**src/rtl/sb_stream_lane_op.sv**
```systemverilog
// Applies pass/add/sub/xor with a runtime operand to the low NLANES lanes of each beat; all-ones beat ends the stream.
// Latency: a beat accepted at edge N is visible on out_* after edge N and poppable at edge N+1 at the earliest.
// Backpressure: in_ready = !full & !done from registered state only; out_ready only controls the pop.

module sb_stream_lane_op #(
  parameter int DW     = 256,
  parameter int LANE_W = 64,
  parameter int NLANES = 1,
  parameter int DEPTH  = 2
) (
  input  logic              clk,
  input  logic              nreset,
  input  logic [1:0]        op,
  input  logic [LANE_W-1:0] operand,
  input  logic [DW-1:0]     in_data,
  input  logic [31:0]       in_dest,
  input  logic              in_last,
  input  logic              in_valid,
  output logic              in_ready,
  output logic [DW-1:0]     out_data,
  output logic [31:0]       out_dest,
  output logic              out_last,
  output logic              out_valid,
  input  logic              out_ready,
  output logic              done,
  output logic [31:0]       beat_count,
  output logic [31:0]       pkt_count
);

  localparam int AW = (DEPTH > 1) ? $clog2(DEPTH) : 1;

  // Pointers carry one extra wrap bit so full and empty are distinguishable.
  logic [AW:0]       r_wr_ptr;
  logic [AW:0]       r_rd_ptr;
  logic [DW-1:0]     r_mem_data [DEPTH];
  logic [31:0]       r_mem_dest [DEPTH];
  logic              r_mem_last [DEPTH];
  logic              r_done;
  logic [31:0]       r_beat_count;
  logic [31:0]       r_pkt_count;

  logic              w_empty;
  logic              w_full;
  logic              w_push;
  logic              w_pop;
  logic              w_is_term;
  logic [DW-1:0]     w_xf_data;
  logic [LANE_W-1:0] w_lane;
  logic [AW-1:0]     w_wr_idx;
  logic [AW-1:0]     w_rd_idx;

  assign w_wr_idx  = r_wr_ptr[AW-1:0];
  assign w_rd_idx  = r_rd_ptr[AW-1:0];
  assign w_empty   = (r_wr_ptr == r_rd_ptr);
  assign w_full    = (r_wr_ptr[AW] != r_rd_ptr[AW]) && (w_wr_idx == w_rd_idx);
  assign w_is_term = &in_data;

  assign in_ready  = !w_full && !r_done;
  assign w_push    = in_valid && in_ready;
  assign out_valid = !w_empty;
  assign w_pop     = out_valid && out_ready;

  // Head entry is gated by empty so outputs read zero while reset holds the FIFO empty.
  assign out_data   = w_empty ? '0 : r_mem_data[w_rd_idx];
  assign out_dest   = w_empty ? '0 : r_mem_dest[w_rd_idx];
  assign out_last   = w_empty ? 1'b0 : r_mem_last[w_rd_idx];
  assign done       = r_done;
  assign beat_count = r_beat_count;
  assign pkt_count  = r_pkt_count;

  // Per-lane transform; the terminator bypasses it and upper lanes pass through.
  always_comb begin
    w_xf_data = in_data;
    w_lane    = '0;
    if (!w_is_term) begin
      for (int k = 0; k < NLANES; k++) begin
        w_lane = in_data[k*LANE_W +: LANE_W];
        case (op)
          2'd1:    w_lane = w_lane + operand;
          2'd2:    w_lane = w_lane - operand;
          2'd3:    w_lane = w_lane ^ operand;
          default: w_lane = w_lane;
        endcase
        w_xf_data[k*LANE_W +: LANE_W] = w_lane;
      end
    end
  end

  // FIFO storage write; contents are only observed through the empty-gated head.
  always_ff @(posedge clk) begin
    if (w_push) begin
      r_mem_data[w_wr_idx] <= w_xf_data;
      r_mem_dest[w_wr_idx] <= in_dest;
      r_mem_last[w_wr_idx] <= in_last;
    end
  end

  // FIFO pointers: push and pop may happen in the same cycle.
  always_ff @(posedge clk or negedge nreset) begin
    if (!nreset) begin
      r_wr_ptr <= '0;
      r_rd_ptr <= '0;
    end else begin
      if (w_push) r_wr_ptr <= r_wr_ptr + {{AW{1'b0}}, 1'b1};
      if (w_pop)  r_rd_ptr <= r_rd_ptr + {{AW{1'b0}}, 1'b1};
    end
  end

  // Sticky end-of-stream flag and wrapping beat/packet counters.
  always_ff @(posedge clk or negedge nreset) begin
    if (!nreset) begin
      r_done       <= 1'b0;
      r_beat_count <= '0;
      r_pkt_count  <= '0;
    end else if (w_push) begin
      r_beat_count <= r_beat_count + 32'd1;
      if (in_last)   r_pkt_count <= r_pkt_count + 32'd1;
      if (w_is_term) r_done <= 1'b1;
    end
  end

endmodule
```
**config.mk**
```make
export PLATFORM = sky130hd
export DESIGN_NAME = sb_stream_lane_op
export DESIGN_NICKNAME = d
export VERILOG_FILES = /design/src/rtl/sb_stream_lane_op.sv
export SDC_FILE = /design/constraint.sdc
export NUM_CORES = 1
export LEC_CHECK = 0
export BUFFER_PORTS_ARGS = -buffer_cell sky130_fd_sc_hd__buf_2
export CAP_MARGIN = 40
export CORE_AREA = 4 4 277 279
export CTS_CLUSTER_SIZE = 25
export DETAILED_ROUTE_END_ITERATION = 10
export DIE_AREA = 0 0 281 283
export PLACE_DENSITY_LB_ADDON = 0.15
export REMOVE_ABC_BUFFERS = 1
export SLEW_MARGIN = 10
export SYNTH_ARGS = -nofsm -noshare
export SYNTH_HDL_FRONTEND = slang
export SYNTH_SLANG_ARGS = --single-unit
```
**constraint.sdc**
```tcl
create_clock -name clk -period 39.9 [get_ports clk]
set_clock_uncertainty 0.05 [all_clocks]
set_input_delay 5.985 -clock clk [delete_from_list [all_inputs] [get_ports clk]]
set_output_delay 5.985 -clock clk [all_outputs]
set_load 0.005 [all_outputs]
```
==> reports/results.tsv <==
metric	value	unit
max incr delay on CP	790	ps
Slew HR	-1.446	%
most frequent cells in the layout	715 x buf_2, 578 x edfxtp_1, 446 x nor2_1	
failing checks	slew limit	
final setup vio count	0	
dpl hpwl	79940	µm
CP endpoint kind	flip-flop	
post-placement cell count	4249	
via count	24631	
Critical Path Fanout Max	7	
Via density	5.604	
Hold Path Depth	1	
RSZ-0062 raised after global routing	false	
Setup Buffers After CTS	0	
average size of a mapped cell	12.15	µm²
WP buf/inv	1	
Yosys top cell by area	edfxtp_1	
Req. time, crit path	40200	ps
number of remaining DRC errors	0	
Pwr Density	40.16	nW/µm²
DR WL/cell	24.14	µm
sequence of cells on the critical path	buf_2, or4_4, nor3_1, nand3b_1, nor3_2, a21oi_1, xnor2_1, ha_1, nand4_1, nor3_1, nor4bb_1, o21ai_0, a211oi_1, o211ai_1, a21oi_1, mux2_2, a211o_1	
Post-DRT Antenna Nets	0	
vias in the first global route	24269	
ys flop type	edfxtp_1	
post-synth top area share	53.64	%
Clock Pin Slew Worst Setup and Hold Paths	60	ps
most common cell after layout, fill and taps aside	buf_2	
Final Critical Period	11040	ps
share of cells above drive strength 1	27.37	%
area of the core	74200	µm²
setup total negative slack	0	ps
post-synthesis cell count	2664	
post-CTS sizing	0	
M1 WL	41870	µm
cell area after synthesis	32360	µm²
Post-synth EDFFs	578	
fmax	90.60	MHz
FF-to-FF Start	r_rd_ptr[0]	
Final Hold Violating Endpoints	0	
Die W	281	µm
top area cells in the synthesized netlist	edfxtp_1 54%, mux2i_1 9.1%, dfrtp_1 5.3%, nor2_1 5.2%, xnor2_1 3.7%	
placer congestion estimate	0.9381	
Peak VDD IR	0.00003285	V
final non-filler cell total	4395	
Worst setup SP type	input pin	
DRT Wirelength	106100	µm
total CTS buffers	72	
Critical-path top delay cell	a211oi_1	
Layout area overhead	22.15	%
CP arrival	11340	ps
yosys warns	0	
drt first pass iters	5	
Slew @ Worst Pin	1522	ps
status	complete, but fails checks	
WL met3	8009	µm
HP Start	pkt_count[17]	
hold endpoint	pkt_count[17]	
initial antenna violation count	27	
total track usage	25.54	%
reg2reg path depth	8	
clock sink count	647	
Leak	15.08	nW
Starting Density	43.61	%
first-pass GRT wire length	155000	µm
num ports	715	
met2 wire len	52230	µm
worst skew pair latency	620	ps
pin count of the biggest net entering global routing	195	
Netlist cell types	76	
Synth Register Bits	647	
chip height	283	µm
WP depth	17	
clock buffer depth	3	
gr ovfl total	0	
async set-reset flop share out of synthesis	10.66	%
# hold bufs at CTS	0	
clock tree root buffer cell	clkbuf_16	
Final Cycle Share	27.66	%
CP top delay family	simple AND/OR/NAND/NOR gates	
Seq/Total Area, Yosys	58.98	%
CTS tree	built	
PortBufs	714	
Crit Path Class	input pin to flip-flop	
max_cap viols	0	
Iter 0 DRT Violations	1795	
die area	79520	µm²
setup slack, reg-to-reg	35690	ps
nets@finish	3784	
top routing layer used	met5	
R2R Path End	r_mem_data[0][218]	
H-Tree Depth	3	
HP Class	flip-flop to flip-flop	
row cnt	100	
Final Max Tran Viols	27	
per-stage QoR:
stage / instance area, µm² / util [%] / worst slack, ps / hold slack, ps / power (mW)
finish: 39520 / 53.27 / 28860 / 441.9 / 1.587
global route: 39520 / 53.26 / 28540 / 458.2 / 1.649
CTS: 39460 / 53.19 / 28940 / 439.0 / 1.602
detailed placement: 37120 / 50.03 / 28320 / 427.5 / 0.9432
global placement: 36840 / 49.65 / 28400 / 406.5 / 0.9411
floorplan: 31820 / - / 14650 / 418.2 / 0.8682
logic make-up after synthesis:
group	count (synthesis)	synth area share [%]
AOI/OAI and AO/OA	404	8.001
xor gates and xnor gates	182	4.950
adders and majority gates	70	2.730
buffers and inverters	163	2.018
and+or+nand+nor	846	12.21
DFF	647	58.98
muxes	352	11.12
sequential cells by signal (all words and copies together) (netlist names):
register / count
r_wr_ptr: 2
beat_count: 32
r_mem_dest: 64
r_mem_last: 2
done: 1
pkt_count: 32
r_mem_data: 512
r_rd_ptr: 2
worst reg2reg max path: cells and delay by family, from the launching register on:
family,cells,cell delay (ps)
buffers and inverters,4,1970
DFF,1,900
and+or+nand+nor,2,450
xor gates and xnor gates,1,160
AOI/OAI and AO/OA,1,300
how the worst max path moves through the flow:
stage	endpoint	startpoint
finish	r_mem_data[1][56]	operand[4]
floorplan	out_valid	r_rd_ptr[0]
CTS	r_mem_data[0][56]	operand[4]
global route	r_mem_data[1][56]	operand[4]
global placement	r_mem_data[0][63]	operand[4]
detailed placement	r_mem_data[0][56]	operand[4]
cells in the mapped netlist (14+ instances only):
| cell | count |
|---|---|
| and3_1 | 22 |
| a31oi_1 | 16 |
| edfxtp_1 | 578 |
| inv_1 | 32 |
| nand4_1 | 94 |
| nand2_1 | 94 |
| mux2_2 | 59 |
| o21bai_1 | 14 |
| nand3_1 | 49 |
| clkbuf_1 | 123 |
| nor2_1 | 448 |
| a21o_1 | 42 |
| mux2i_1 | 293 |
| nor3_1 | 37 |
| dfrtp_1 | 69 |
| nor2b_1 | 16 |
| a22oi_1 | 46 |
| xor2_1 | 43 |
| o21ai_0 | 95 |
| ha_1 | 69 |
| a21oi_1 | 112 |
| xnor2_1 | 138 |
| nor4_1 | 30 |
layer usage:
metal	vias up	GRT usage (%)
li1	11364	-
met2	913	43.97
met5	-	0
met3	192	5.607
met4	18	9.173
met1	12144	31.64
power by group:
part	internal, mW	total [mW]	switching, mW
clock network	0.382	0.653	0.271
logic	0.0726	0.190	0.117
registers	0.744	0.744	0
layout make-up:
cell class	instances	area, µm²
fill	6578	34670
sequential	647	19090
clock buffer	99	1974
antenna	17	42.54
tap	969	1212
multi-input combinational	1854	12650
timing repair buffer	748	4066
clock inverter	29	370.4
inverter	32	120.1
Note: power is estimated with default switching activity, not from simulation.
